===== config.mk =====
export PLATFORM = sky130hd
export DESIGN_NAME = coproc_mem_arbiter_flat
export DESIGN_NICKNAME = d
export VERILOG_FILES = /design/src/rtl/coproc_mem_arbiter_if.sv /design/src/rtl/coproc_mem_arbiter.sv /design/src/flat_wrapper.sv
export SDC_FILE = /design/constraint.sdc
export NUM_CORES = 1
export LEC_CHECK = 0
export ABC_AREA = 0
export CAP_MARGIN = 20
export CORE_MARGIN = 2
export CORE_UTILIZATION = 41
export DETAILED_ROUTE_END_ITERATION = 8
export PLACE_DENSITY = 0.85
export SYNTH_ARGS = -nofsm -noshare
export SYNTH_HDL_FRONTEND = slang
export SYNTH_SLANG_ARGS = --single-unit

===== constraint.sdc =====
create_clock -name clk_i -period 2.8 [get_ports clk_i]
set_clock_uncertainty 0.15 [all_clocks]
set_input_delay 0.42 -clock clk_i [delete_from_list [all_inputs] [get_ports clk_i]]
set_output_delay 0.42 -clock clk_i [all_outputs]
set_load 0.02 [all_outputs]

===== src/rtl/coproc_mem_arbiter_if.sv =====
`default_nettype none
// ============================================================================
// Module  : coproc_mem_arbiter_if
// Brief   : Engine request/response and XIF memory channel bundle for the
//           coprocessor memory arbiter.
// Revision: 1.0 - initial release
// ============================================================================
interface coproc_mem_arbiter_if #(
  parameter int NUM_REQ = 2,
  parameter int ID_W    = 4
);

  // Engine-side request/response
  logic [NUM_REQ-1:0]      req_valid;
  logic [NUM_REQ-1:0]      req_ready;
  logic [NUM_REQ*32-1:0]   req_addr;
  logic [NUM_REQ-1:0]      req_we;
  logic [NUM_REQ*4-1:0]    req_be;
  logic [NUM_REQ*32-1:0]   req_wdata;
  logic [NUM_REQ*ID_W-1:0] req_id;
  logic [NUM_REQ-1:0]      rsp_valid;
  logic [31:0]             rsp_rdata;

  // XIF memory request/result channel
  logic                    mem_valid;
  logic                    mem_ready;
  logic [31:0]             mem_addr;
  logic                    mem_we;
  logic [3:0]              mem_be;
  logic [31:0]             mem_wdata;
  logic [ID_W-1:0]         mem_id;
  logic                    mem_result_valid;
  logic [31:0]             mem_result_rdata;

  // Status
  logic                    busy;
  logic                    spurious;

  // Arbiter view
  modport slave (
    input  req_valid, req_addr, req_we, req_be, req_wdata, req_id,
    input  mem_ready, mem_result_valid, mem_result_rdata,
    output req_ready, rsp_valid, rsp_rdata,
    output mem_valid, mem_addr, mem_we, mem_be, mem_wdata, mem_id,
    output busy, spurious
  );

  // Engines plus memory view
  modport master (
    output req_valid, req_addr, req_we, req_be, req_wdata, req_id,
    output mem_ready, mem_result_valid, mem_result_rdata,
    input  req_ready, rsp_valid, rsp_rdata,
    input  mem_valid, mem_addr, mem_we, mem_be, mem_wdata, mem_id,
    input  busy, spurious
  );

endinterface
`default_nettype wire


===== src/rtl/coproc_mem_arbiter.sv =====
`default_nettype none
// ============================================================================
// Module  : coproc_mem_arbiter
// Brief   : Round-robin arbiter sharing one XIF memory channel among NUM_REQ
//           engines; one registered request in flight, in-order result
//           routing through an outstanding-index FIFO.
// Revision: 1.0 - initial release
// ============================================================================
module coproc_mem_arbiter #(
  parameter int NUM_REQ     = 2,
  parameter int ID_W        = 4,
  parameter int OUTST_DEPTH = 2
) (
  input  logic                 clk_i,
  input  logic                 rst_ni,
  coproc_mem_arbiter_if.slave  bus
);

  localparam int c_idx_w = $clog2(NUM_REQ);
  localparam int c_ptr_w = (OUTST_DEPTH > 1) ? $clog2(OUTST_DEPTH) : 1;
  localparam int c_cnt_w = $clog2(OUTST_DEPTH) + 1;
  localparam logic [c_cnt_w-1:0] c_depth    = c_cnt_w'(OUTST_DEPTH);
  localparam logic [c_ptr_w-1:0] c_ptr_last = c_ptr_w'(OUTST_DEPTH - 1);
  localparam logic [c_idx_w-1:0] c_idx_last = c_idx_w'(NUM_REQ - 1);

  typedef enum logic [0:0] {
    S_IDLE = 1'b0,
    S_REQ  = 1'b1
  } state_t;

  state_t               r_state;
  state_t               w_state_nxt;
  logic [c_idx_w-1:0]   r_rr;
  logic [c_idx_w-1:0]   r_grant;
  logic [c_idx_w-1:0]   w_cand;
  logic [c_idx_w-1:0]   w_grant_idx;
  logic                 w_found;
  logic                 w_grant_en;
  logic                 w_push;
  logic                 w_pop;
  logic [NUM_REQ-1:0]   w_req_ready;

  logic [c_idx_w-1:0]   r_fifo [OUTST_DEPTH];
  logic [c_ptr_w-1:0]   r_wr_ptr;
  logic [c_ptr_w-1:0]   r_rd_ptr;
  logic [c_cnt_w-1:0]   r_count;

  logic [31:0]          r_mem_addr;
  logic                 r_mem_we;
  logic [3:0]           r_mem_be;
  logic [31:0]          r_mem_wdata;
  logic [ID_W-1:0]      r_mem_id;
  logic [NUM_REQ-1:0]   r_rsp_valid;
  logic [31:0]          r_rsp_rdata;
  logic                 r_spurious;

  // A result is only routable when something is outstanding; the pre-push
  // count is used so a result coinciding with the first push is spurious.
  assign w_pop = bus.mem_result_valid && (r_count != '0);

  // State register
  always_ff @(posedge clk_i or negedge rst_ni) begin
    if (!rst_ni) r_state <= S_IDLE;
    else         r_state <= w_state_nxt;
  end

  // Round-robin search, grant decision and handshake detection
  always_comb begin
    w_state_nxt = r_state;
    w_cand      = '0;
    w_found     = 1'b0;
    w_grant_idx = '0;
    w_grant_en  = 1'b0;
    w_push      = 1'b0;
    w_req_ready = '0;
    for (int i = 0; i < NUM_REQ; i++) begin
      w_cand = c_idx_w'((int'(r_rr) + i) % NUM_REQ);
      if (!w_found && bus.req_valid[w_cand]) begin
        w_found     = 1'b1;
        w_grant_idx = w_cand;
      end
    end
    case (r_state)
      S_IDLE: begin
        // A full FIFO blocks the grant even if a pop lands this cycle.
        if (w_found && (r_count < c_depth)) begin
          w_grant_en               = 1'b1;
          w_req_ready[w_grant_idx] = 1'b1;
          w_state_nxt              = S_REQ;
        end
      end
      S_REQ: begin
        if (bus.mem_ready) begin
          w_push      = 1'b1;
          w_state_nxt = S_IDLE;
        end
      end
      default: w_state_nxt = S_IDLE;
    endcase
  end

  // Capture granted payload and advance the round-robin pointer
  always_ff @(posedge clk_i or negedge rst_ni) begin
    if (!rst_ni) begin
      r_rr        <= '0;
      r_grant     <= '0;
      r_mem_addr  <= '0;
      r_mem_we    <= 1'b0;
      r_mem_be    <= '0;
      r_mem_wdata <= '0;
      r_mem_id    <= '0;
    end else if (w_grant_en) begin
      r_rr        <= (w_grant_idx == c_idx_last) ? '0 : w_grant_idx + 1'b1;
      r_grant     <= w_grant_idx;
      r_mem_addr  <= bus.req_addr[w_grant_idx*32 +: 32];
      r_mem_we    <= bus.req_we[w_grant_idx];
      r_mem_be    <= bus.req_be[w_grant_idx*4 +: 4];
      r_mem_wdata <= bus.req_wdata[w_grant_idx*32 +: 32];
      r_mem_id    <= bus.req_id[w_grant_idx*ID_W +: ID_W];
    end
  end

  // Outstanding-index FIFO: push on mem handshake, pop on routed result
  always_ff @(posedge clk_i or negedge rst_ni) begin
    if (!rst_ni) begin
      for (int i = 0; i < OUTST_DEPTH; i++) r_fifo[i] <= '0;
      r_wr_ptr <= '0;
      r_rd_ptr <= '0;
      r_count  <= '0;
    end else begin
      if (w_push) begin
        r_fifo[r_wr_ptr] <= r_grant;
        r_wr_ptr         <= (r_wr_ptr == c_ptr_last) ? '0 : r_wr_ptr + 1'b1;
      end
      if (w_pop) begin
        r_rd_ptr <= (r_rd_ptr == c_ptr_last) ? '0 : r_rd_ptr + 1'b1;
      end
      if (w_push && !w_pop)      r_count <= r_count + 1'b1;
      else if (!w_push && w_pop) r_count <= r_count - 1'b1;
    end
  end

  // Result routing pulse, held result data and sticky spurious flag
  always_ff @(posedge clk_i or negedge rst_ni) begin
    if (!rst_ni) begin
      r_rsp_valid <= '0;
      r_rsp_rdata <= '0;
      r_spurious  <= 1'b0;
    end else begin
      r_rsp_valid <= '0;
      if (w_pop) begin
        r_rsp_valid[r_fifo[r_rd_ptr]] <= 1'b1;
        r_rsp_rdata                   <= bus.mem_result_rdata;
      end
      if (bus.mem_result_valid && (r_count == '0)) r_spurious <= 1'b1;
    end
  end

  assign bus.req_ready = w_req_ready;
  assign bus.mem_valid = (r_state == S_REQ);
  assign bus.mem_addr  = r_mem_addr;
  assign bus.mem_we    = r_mem_we;
  assign bus.mem_be    = r_mem_be;
  assign bus.mem_wdata = r_mem_wdata;
  assign bus.mem_id    = r_mem_id;
  assign bus.rsp_valid = r_rsp_valid;
  assign bus.rsp_rdata = r_rsp_rdata;
  assign bus.busy      = (r_state != S_IDLE) || (r_count != '0);
  assign bus.spurious  = r_spurious;

endmodule
`default_nettype wire


===== src/flat_wrapper.sv =====
// flat-port wrapper written by rule: the top's interface ports become plain ports
module coproc_mem_arbiter_flat 
#(
  parameter int NUM_REQ     = 2,
  parameter int ID_W        = 4,
  parameter int OUTST_DEPTH = 2
)
  (clk_i, rst_ni, bus_req_valid, bus_req_addr, bus_req_we, bus_req_be, bus_req_wdata, bus_req_id, bus_mem_ready, bus_mem_result_valid, bus_mem_result_rdata, bus_req_ready, bus_rsp_valid, bus_rsp_rdata, bus_mem_valid, bus_mem_addr, bus_mem_we, bus_mem_be, bus_mem_wdata, bus_mem_id, bus_busy, bus_spurious);
  coproc_mem_arbiter_if #(.NUM_REQ(NUM_REQ), .ID_W(ID_W)) bus_i ();
  input  logic clk_i;
  input  logic rst_ni;
  input wire logic [$bits(bus_i.req_valid)-1:0] bus_req_valid;
  input wire logic [$bits(bus_i.req_addr)-1:0] bus_req_addr;
  input wire logic [$bits(bus_i.req_we)-1:0] bus_req_we;
  input wire logic [$bits(bus_i.req_be)-1:0] bus_req_be;
  input wire logic [$bits(bus_i.req_wdata)-1:0] bus_req_wdata;
  input wire logic [$bits(bus_i.req_id)-1:0] bus_req_id;
  input wire logic [$bits(bus_i.mem_ready)-1:0] bus_mem_ready;
  input wire logic [$bits(bus_i.mem_result_valid)-1:0] bus_mem_result_valid;
  input wire logic [$bits(bus_i.mem_result_rdata)-1:0] bus_mem_result_rdata;
  output wire logic [$bits(bus_i.req_ready)-1:0] bus_req_ready;
  output wire logic [$bits(bus_i.rsp_valid)-1:0] bus_rsp_valid;
  output wire logic [$bits(bus_i.rsp_rdata)-1:0] bus_rsp_rdata;
  output wire logic [$bits(bus_i.mem_valid)-1:0] bus_mem_valid;
  output wire logic [$bits(bus_i.mem_addr)-1:0] bus_mem_addr;
  output wire logic [$bits(bus_i.mem_we)-1:0] bus_mem_we;
  output wire logic [$bits(bus_i.mem_be)-1:0] bus_mem_be;
  output wire logic [$bits(bus_i.mem_wdata)-1:0] bus_mem_wdata;
  output wire logic [$bits(bus_i.mem_id)-1:0] bus_mem_id;
  output wire logic [$bits(bus_i.busy)-1:0] bus_busy;
  output wire logic [$bits(bus_i.spurious)-1:0] bus_spurious;
  assign bus_i.req_valid = bus_req_valid;
  assign bus_i.req_addr = bus_req_addr;
  assign bus_i.req_we = bus_req_we;
  assign bus_i.req_be = bus_req_be;
  assign bus_i.req_wdata = bus_req_wdata;
  assign bus_i.req_id = bus_req_id;
  assign bus_i.mem_ready = bus_mem_ready;
  assign bus_i.mem_result_valid = bus_mem_result_valid;
  assign bus_i.mem_result_rdata = bus_mem_result_rdata;
  assign bus_req_ready = bus_i.req_ready;
  assign bus_rsp_valid = bus_i.rsp_valid;
  assign bus_rsp_rdata = bus_i.rsp_rdata;
  assign bus_mem_valid = bus_i.mem_valid;
  assign bus_mem_addr = bus_i.mem_addr;
  assign bus_mem_we = bus_i.mem_we;
  assign bus_mem_be = bus_i.mem_be;
  assign bus_mem_wdata = bus_i.mem_wdata;
  assign bus_mem_id = bus_i.mem_id;
  assign bus_busy = bus_i.busy;
  assign bus_spurious = bus_i.spurious;
  coproc_mem_arbiter #(.NUM_REQ(NUM_REQ), .ID_W(ID_W), .OUTST_DEPTH(OUTST_DEPTH)) u_core (.clk_i(clk_i), .rst_ni(rst_ni), .bus(bus_i));
endmodule

==> results of run 1 <==
==> placed cells by master (no fill, tap or decap), types with 2 or more instances in the layout <==
cell,synthesis,layout
xnor2_1,3,3
nor2_1,5,4
clkbuf_16,0,17
clkinv_2,0,2
mux2_2,34,34
clkbuf_8,0,3
a221o_1,73,73
clkdlybuf4s50_1,0,294
clkbuf_1,4,6
o21ai_0,2,2
a21o_1,3,3
and3_4,2,2
buf_12,0,3
dfrtp_1,117,117
nand2_1,2,2
inv_1,2,2
buf_4,0,5
o21a_1,73,73
xor2_1,2,2
==> Yosys cell counts, drive strengths merged (3+ instances only) <==
cell type | number | area share [%]
a221o | 73 | 14
clkbuf | 4 | 0.30
buf | 30 | 5.2
o21a | 73 | 11
xnor2 | 3 | 0.52
mux2 | 34 | 7.6
nor2 | 6 | 0.49
o21ai | 3 | 0.37
a21o | 3 | 0.44
dfrtp | 117 | 58
==> worst max-delay path by stage <==
stage	endpoint	slack (ns)	cells after the start
final	bus_busy	0.29	2
after floorplan	bus_req_ready[0]	0.99	3
after CTS	bus_busy	0.28	2
after detailed placement	bus_req_ready[0]	0.39	3
after global routing	bus_busy	0.23	2
after global placement	bus_req_ready[0]	0.41	4
==> sequential cells by signal, summed over array words and instances, names as in the netlist <==
register,cells
u_core.bus.mem_addr,32
u_core.bus.mem_wdata,32
u_core.bus.rsp_rdata,32
u_core.bus.mem_be,4
u_core.bus.mem_id,4
u_core.bus.rsp_valid,2
u_core.r_count,2
u_core.r_fifo,2
u_core.bus.mem_valid,1
u_core.bus.mem_we,1
u_core.bus.spurious,1
u_core.r_grant,1
u_core.r_rd_ptr,1
u_core.r_rr,1
u_core.r_wr_ptr,1
==> per-stage QoR <==
stage | power (µW) | worst slack (ns)
2_1_floorplan | 5770 | 0.991
3_3_place_gp | 7720 | 0.414
5_1_grt | 10300 | 0.234
3_5_place_dp | 7860 | 0.393
4_1_cts | 9890 | 0.280
6_report | 9820 | 0.291
==> layer usage <==
| metal | vias up | global-route usage [%] | share of wire (%) |
|---|---|---|---|
| li1 | 1987 | - | - |
| met5 | - | 0 | 0 |
| met4 | 0 | 9.16 | 2.5 |
| met2 | 191 | 41.3 | 52 |
| met1 | 2148 | 28.9 | 39 |
| met3 | 34 | 7.70 | 6.9 |
==> kinds of logic after synthesis <==
family                     after synthesis
AOI/OAI and AO/OA                      152
buffers and inverters                   36
muxes                                   35
adders and majority gates                1
xor gates and xnor gates                 5
and+or+nand+nor                         15
DFF                                    117
==> where the power goes <==
part	total [µW]	switching, µW	internal, µW
clock	1980	705	1280
sequential	2980	491	2490
combinational	4860	2270	2590
==> worst max-delay path, cell delays in order, from the launching register on <==
cell             delay [ns]
dfrtp_1                0.47
or3_2                  0.50
clkdlybuf4s50_1        0.56
==> timing repair <==
action	CTS	global route
hold buffers	1	0
hold endpoints to repair	47	0
setup buffers	0	0
==> layout make-up <==
cell class / count / area [µm²] / share of cell area (%)
tap: 168 / 210 / 2.44
multi-input combinational: 208 / 1870 / 21.7
timing repair buffer: 303 / 3050 / 35.5
inverter: 2 / 7.51 / 0.0873
sequential: 117 / 2930 / 34.0
clock buffer: 26 / 489 / 5.69
clock inverter: 4 / 47.5 / 0.553
==> impl_metrics.toml, run 1 <==
[synth]
synthXorXnorAreaFrac_pct = 0.864
synth.distinct_cells = 25
synth-compound-area-share_pct = 26.0
syn_area_per_cell_um2 = 14.0
synth_top_family_by_area = "compound AO/OA/AOI/OAI gates"
synth_seq_cells = 117
yosys.area_share.adder_pct = 0.247
synth_cells = 361
async_flop_share_pct = 100
yosys_warnings = 0
synth-seq-area-share_pct = 57.7
synth_area_um2 = 5070
syn_nets = 546
synth-edff-count = 0
synthMuxAreaShare_pct = 7.75
yosys_most_used_dff = "dfrtp_1"
synthSimpleGateAreaFrac_pct = 1.70

[place]
numPortBuffers = 295
placed_area_um2 = 8060
dp_hpwl_mm = 11.4
place_congestion = 0.816
placedCellCount = 797

[worst_setup_path]
crit_path_start = "u_core.bus.mem_valid"
r2r-end = "u_core.bus.mem_be[1]"
reg2reg_slack_ns = 0.62
startpoint_type = "flop"
worstPathMaxFanout = 7
cp.required_ns = 2.23
reg2regPathDepth = 4
criticalPathCategory = "flop to output pin"
end_kind = "output pin"
worstPathArrival_ns = 1.94
r2r_start = "u_core.bus.mem_valid"

[clock_network]
cts_max_path_buffers = 2
cts-root-buf = "clkbuf_16"
clock_latency_ns = 0.41
h-tree-depth = 4
clk_pin_slew_ns = 0.05
cts_buffers = 17
cts_tree = "built"
cts_resized = 0
cts.sinks = 117

[sta]
final-setup-viol-count = 0
hold-worst-slack_ns = 0.313
setup-tns-final_ns = 0
final_hold_viol_count = 0
max_freq_mhz = 399
fin_crit_sh_pct = 89.6
max_slew_margin_pct = 45.1
worst_pin_slew_ns = 0.824
rsz0062_at_grt = "no"
fin_crit_ns = 2.51
slew_violations = 0

[layout]
fin_nets = 834
drive_gt1_share_pct = 11.1
diodes = 0
utilization_pct = 71.3
fillerInstances = 837
final_area_um2 = 8600
fin_cells = 828
synthToLayoutAreaGrowth_pct = 69.7

[detailed_routing]
drtAntennaViolNets = 0
drt-total-wl_mm = 16.0
vias = 4360
drt_iter0_drc = 283
drcViolationCount = 0
wire_per_inst_um = 19.3
dr.pass1.iters = 4
viasPerCell = 5.27

[global_routing]
overflow = 0
grt_pass1_wl_mm = 24.6
grt_pass1_vias = 4626
antenna_found_initial = 0
track_usage_pct = 24.3
grt_max_degree = 75

[run]
cap_violations = 0

[power_and_ir_drop]
powerDensity_nw_per_um2 = 1140
power_leakage_uw = 0.00354
peakVddDrop_uv = 1050

[floorplan]
die_area_um2 = 13300
coreArea_um2 = 12100
io_pins = 296
die_w_um = 115
rows = 40
initial_core_util_pct = 42.0
die_h_um = 115

[outcome]
outcome = "finished, final reports clean"

[min_path]
holdCritStartpoint = "u_core.bus.spurious"
min_path_cells = 1
hp-class = "flop to flop"
hold_path_end = "u_core.bus.spurious"
Power figures use the tool's default switching activity.
==> run 2, diff against run 1 <==
--- a/config.mk
+++ b/config.mk
@@ -5,12 +5,13 @@
 export SDC_FILE = /design/constraint.sdc
 export NUM_CORES = 1
 export LEC_CHECK = 0
-export ABC_AREA = 0
+export ABC_AREA = 1
 export CAP_MARGIN = 20
-export CORE_MARGIN = 2
-export CORE_UTILIZATION = 41
+export CORE_AREA = 2 2 115 117
 export DETAILED_ROUTE_END_ITERATION = 8
-export PLACE_DENSITY = 0.85
+export DIE_AREA = 0 0 117 119
+export DONT_BUFFER_PORTS = 1
+export PLACE_DENSITY = 0.55
 export SYNTH_ARGS = -nofsm -noshare
 export SYNTH_HDL_FRONTEND = slang
 export SYNTH_SLANG_ARGS = --single-unit
==> impl_metrics.toml, run 2 <==
[worst_setup_path]
criticalPathCategory = "flop to output pin"
reg2reg_slack_ns = 0.69
worstPathArrival_ns = 1.86
cpMaxStageDelayCell = "nor2_4"
startpoint_type = "flop"
slowest_delay_ns = 0.60
worstPathMaxFanout = 25
cp_cell_sequence = "nor2_4 > nand2_1"
end_kind = "output pin"
cp.required_ns = 2.23

[global_routing]
overflow = 0
grt_pass1_wl_mm = 23.6
grtUsageMet1_pct = 27.1
grt_pass1_vias = 4613
grt_max_degree = 118
antenna_found_initial = 0
top_usage_layer = "met2"
track_usage_pct = 21.7
met3_usage_pct = 7.02
met2_usage_pct = 34.9

[detailed_routing]
drcViolationCount = 0
drt-total-wl_mm = 15.1
dr.pass1.iters = 6
drt_iter0_drc = 463
wire_per_inst_um = 19.6
drtAntennaViolNets = 0
vias = 4577
viasPerCell = 5.94

[min_path]
hp-class = "primary input to asynchronous set/reset pin"

[sta]
rsz0062_at_grt = "no"
final-setup-viol-count = 0
slew_violations = 0
fin_crit_sh_pct = 86.9
fin_crit_ns = 2.43
max_slew_margin_pct = 48.7
final_hold_viol_count = 117
hold-worst-slack_ns = -0.439
setup-tns-final_ns = 0
max_freq_mhz = 411
worst_pin_slew_ns = 0.770

[synth]
yosysTopAreaCell = "dfrtp_1"
synth_area_um2 = 5280
yosys_warnings = 0
yosys.cell_count.top_type = "nand3_1"
yosys.area_share.adder_pct = 0.237
syn_area_per_cell_um2 = 8.63
synthMuxAreaShare_pct = 0
synth.distinct_cells = 20
syn_nets = 797
synth-compound-area-share_pct = 0.829
yosys_most_used_dff = "dfrtp_1"
synth-seq-area-share_pct = 55.4
netlist_top_cells_area = "dfrtp_1 55%, nand3_1 17%, nand2_1 11%, nand4_1 8.8%, buf_2 2.9%"
synthXorXnorAreaFrac_pct = 0.332
async_flop_share_pct = 100
yosys.area.top_type_share_pct = 55.4
synth_seq_cells = 117
synth_top_family_by_area = "simple AND/OR/NAND/NOR gates"
synth_cells = 612
synthSimpleGateAreaFrac_pct = 37.5
synthTopCellsByCount = "179 x nand3_1, 155 x nand2_1, 117 x dfrtp_1"
synth-edff-count = 0

[clock_network]
cts_buffers = 17
cts.sinks = 117
cts_tree = "built"
ctsHoldBuffers = 2
h-tree-depth = 4
cts_setup_buffers = 0
clock_latency_ns = 0.41
cts_resized = 0
cts_max_path_buffers = 2
clk_pin_slew_ns = 0.05
cts-root-buf = "clkbuf_16"

[layout]
diodes = 0
drive_gt1_share_pct = 7.58
synthToLayoutAreaGrowth_pct = 11.8
fin_cells = 770
fillerInstances = 1241
fin_nets = 770
final_cell_mix = "179 x nand3_1, 153 x nand2_1, 117 x dfrtp_1"
seq_area_um2 = 2930
multi_input_area_um2 = 2080
layout_commonest_cell = "nand3_1"

[floorplan]
coreArea_um2 = 12900
initial_core_util_pct = 41.0
io_pins = 296
rows = 42
die_h_um = 119
die_area_um2 = 13900
die_w_um = 117

[run]
cap_violations = 0

[outcome]
outcome = "finished, violations left"
violations = "negative hold slack"

[power_and_ir_drop]
powerDensity_nw_per_um2 = 1400
peakVddDrop_uv = 559
power_leakage_uw = 0.00277

[place]
place_congestion = 0.777
numPortBuffers = 0
placedCellCount = 740
dp_hpwl_mm = 9.86
[run 2: cell types whose count changed after synthesis, sizes merged, moves of 2 or more]
cell	change
a21o	-3
a221o	-73
buf	+10
clkbuf	+14
inv	+8
mux2	-34
nand2	+154
nand3	+178
nand4	+74
o21a	-73
o21ai	+4
xor2	-2
[run 2: where the power goes]
part	switching [µW]	internal [µW]	leakage [µW]	total (µW)
Clock	700	1260	0.000267	1960
Combinational	1450	743	0.00107	2200
Sequential	1600	2520	0.00143	4120
[run 2: routing by layer]
layer / up-vias / wire [µm]
met5: - / 0
met4: 0 / 403
met3: 31 / 1410
met2: 274 / 7340
met1: 2204 / 5950
li1: 2068 / -
[run 2: path summary, 6_finish.rpt]
| kind | start | endpoint | cells past startpoint |
|---|---|---|---|
| worst max-delay path | u_core.bus.mem_valid | bus_busy | 2 |
| worst min-delay path | rst_ni | u_core.bus.rsp_rdata[16] | 0 |
| worst max register to register | u_core.bus.mem_valid | u_core.bus.mem_wdata[26] | 4 |
| worst min register to register | u_core.r_fifo[0] | u_core.r_fifo[0] | 2 |
| max in group asynchronous | rst_ni | u_core.bus.rsp_rdata[29] | 0 |
| min in group clk_i | bus_req_addr[24] | u_core.bus.mem_addr[24] | 2 |
[run 2: critical path: cells and delay by family, from the launching register on]
kind             cells  cell delay [ns]
DFF                  1             0.50
and+or+nand+nor      2             0.97
[run 2: cell families after synthesis]
family	count (synthesis)
simple gates	416
flops	117
buf+inv	68
compound gates	8
xor+xnor	2
fa+ha+maj	1
[run 2: layout make-up]
| class | instances | area share [%] |
|---|---|---|
| flip-flops and latches | 117 | 49.6 |
| multi-input cells | 427 | 35.3 |
| clock buffers | 22 | 8.03 |
| well taps | 176 | 3.73 |
| repair buffers | 12 | 1.82 |
| clock inverters | 6 | 0.932 |
| inverters | 10 | 0.636 |
[run 2: per-stage QoR]
step / setup slack (ns) / utilization, % / total power [µW] / hold slack [ns] / instance area [µm²]
2_1_floorplan: 1.04 / - / 5720 / -0.0256 / 5280
3_3_place_gp: 0.801 / 41.6 / 6250 / -0.0230 / 5360
3_5_place_dp: 0.719 / 41.6 / 6350 / -0.0234 / 5360
4_1_cts: 0.343 / 45.9 / 8350 / -0.456 / 5910
5_1_grt: 0.303 / 45.9 / 8850 / -0.463 / 5910
6_report: 0.368 / 45.9 / 8280 / -0.439 / 5910
==> run 3, diff against run 2 <==
--- a/config.mk
+++ b/config.mk
@@ -11,7 +11,8 @@
 export DETAILED_ROUTE_END_ITERATION = 8
 export DIE_AREA = 0 0 117 119
 export DONT_BUFFER_PORTS = 1
-export PLACE_DENSITY = 0.55
+export PLACE_DENSITY = 0.6
+export SLEW_MARGIN = 30
 export SYNTH_ARGS = -nofsm -noshare
 export SYNTH_HDL_FRONTEND = slang
 export SYNTH_SLANG_ARGS = --single-unit
==> impl_metrics.toml, run 3 (same netlist as run 2, synthesis figures left out) <==
[outcome]
outcome = "finished, violations left"
violations = "negative hold slack"

[layout]
fin_nets = 846
utilization_pct = 52.6
multi_input_area_um2 = 2080
final_cell_mix = "179 x nand3_1, 153 x nand2_1, 117 x dfrtp_1"
seq_area_um2 = 2930
synthToLayoutAreaGrowth_pct = 28.1
diodes = 0
layout_commonest_cell = "nand3_1"
drive_gt1_share_pct = 7.42
fillerInstances = 1146

[clock_network]
h-tree-depth = 4
clk_pin_slew_ns = 0.05
cts_tree = "built"
cts-root-buf = "clkbuf_16"
ctsHoldBuffers = 77
cts_max_path_buffers = 2
clock_latency_ns = 0.42
cts_buffers = 17
cts_setup_buffers = 0
cts.sinks = 117
cts_resized = 0

[worst_setup_path]
worstPathArrival_ns = 1.78
r2r_start = "u_core.bus.mem_valid"
reg2reg_slack_ns = 0.63
cp_num_buf_inv = 1
startpoint_type = "flop"
cpMaxStageDelayCell = "dfrtp_1"
critPathTopFamily = "flip-flops"
r2r-end = "u_core.bus.mem_be[1]"
worstPathMaxFanout = 36
slowest_delay_ns = 0.50
criticalPathCategory = "flop to output pin"
cp.required_ns = 2.23
reg2regPathDepth = 5
cp_cell_sequence = "nor2_4 > buf_4 > nand2_1"
end_kind = "output pin"

[floorplan]
rows = 42
io_pins = 296
die_w_um = 117
die_h_um = 119
initial_core_util_pct = 41.0
coreArea_um2 = 12900
die_area_um2 = 13900

[sta]
slew_violations = 0
worst_pin_slew_ns = 0.927
max_slew_margin_pct = 38.0
hold-worst-slack_ns = -0.450
fin_crit_ns = 2.35
final-setup-viol-count = 0
fin_crit_sh_pct = 84.0
rsz0062_at_grt = "no"
setup-tns-final_ns = 0
max_freq_mhz = 425
final_hold_viol_count = 117

[power_and_ir_drop]
internal_power_uw = 4920
pwr-share-seq_pct = 47.0
swShare_pct = 44.2
powerDensity_nw_per_um2 = 1300
clkPwrFrac_pct = 26.5
power_frac_comb_pct = 26.6
power_leakage_uw = 0.00309
peakVddDrop_uv = 468
p_switching_uw = 3900

[place]
numPortBuffers = 0
dp_hpwl_mm = 10.2
place_congestion = 0.784

[global_routing]
track_usage_pct = 22.9
overflow = 0
grt_pass1_wl_mm = 24.6
grt_max_degree = 118
antenna_found_initial = 0
grt_pass1_vias = 4792

[run]
cap_violations = 0

[detailed_routing]
vias = 4863
drcViolationCount = 0
viasPerCell = 5.72
drt-total-wl_mm = 16.2
wire_per_inst_um = 19.1
drt_iter0_drc = 431
drtAntennaViolNets = 0
dr.pass1.iters = 5

[min_path]
hp-class = "primary input to asynchronous set/reset pin"
[run 3: cell types whose count changed in the layout (fill, tap and decap cells not counted)]
cell | before | now
dlygate4sd3_1 | 2 | 78
buf_4 | 9 | 10
clkinv_4 | 0 | 3
clkbuf_1 | 2 | 1
clkinvlp_4 | 0 | 3
bufinv_16 | 1 | 4
clkinv_2 | 5 | 1
buf_12 | 1 | 0
[run 3: cell type report]
class                      count  share of cell area (%)
sequential                   117                    43.3
multi-input combinational    427                    30.8
timing repair buffer          88                    12.6
clock buffer                  21                    6.95
tap                          176                    3.25
clock inverter                11                    2.57
inverter                      10                   0.555
[run 3: power groups by stage]
stage	sequential, µW	combinational [µW]	clock (µW)
6_report	4140	2340	2330
3_5_place_dp	4140	2190	0
2_1_floorplan	3910	1810	0
5_1_grt	4240	2650	2480
3_3_place_gp	4150	2060	0
4_1_cts	4140	2310	2380
[run 3: worst max-delay path by stage]
stage / from / endpoint / slack (ns) / cells after the start
detailed placement: bus_req_valid[1] / u_core.bus.mem_addr[7] / 0.68 / 4
CTS: u_core.bus.mem_valid / bus_busy / 0.43 / 3
global placement: u_core.bus.mem_valid / u_core.bus.mem_addr[11] / 0.72 / 5
global route: u_core.bus.mem_valid / bus_busy / 0.35 / 3
floorplan: bus_mem_result_valid / u_core.r_count[1] / 1.04 / 8
finish: u_core.bus.mem_valid / bus_busy / 0.45 / 3
[run 3: per-layer routing]
layer	part of all wire (%)	GRT usage (%)	wire [µm]	vias to the layer above
met5	0	0	0	-
met1	39	26.7	6300	2285
met4	2.0	8.82	320	0
met3	9.6	7.07	1560	34
li1	-	-	-	2236
met2	50	39.1	8060	308
[run 3: per-stage QoR]
step	setup slack [ns]	power (µW)	area [µm²]	cells
after CTS	0.434	8830	6760	849
final	0.448	8810	6770	850
after global routing	0.352	9370	6770	850
after detailed placement	0.676	6340	5340	740
after floorplan	1.04	5720	5280	612
after global placement	0.723	6210	5340	740
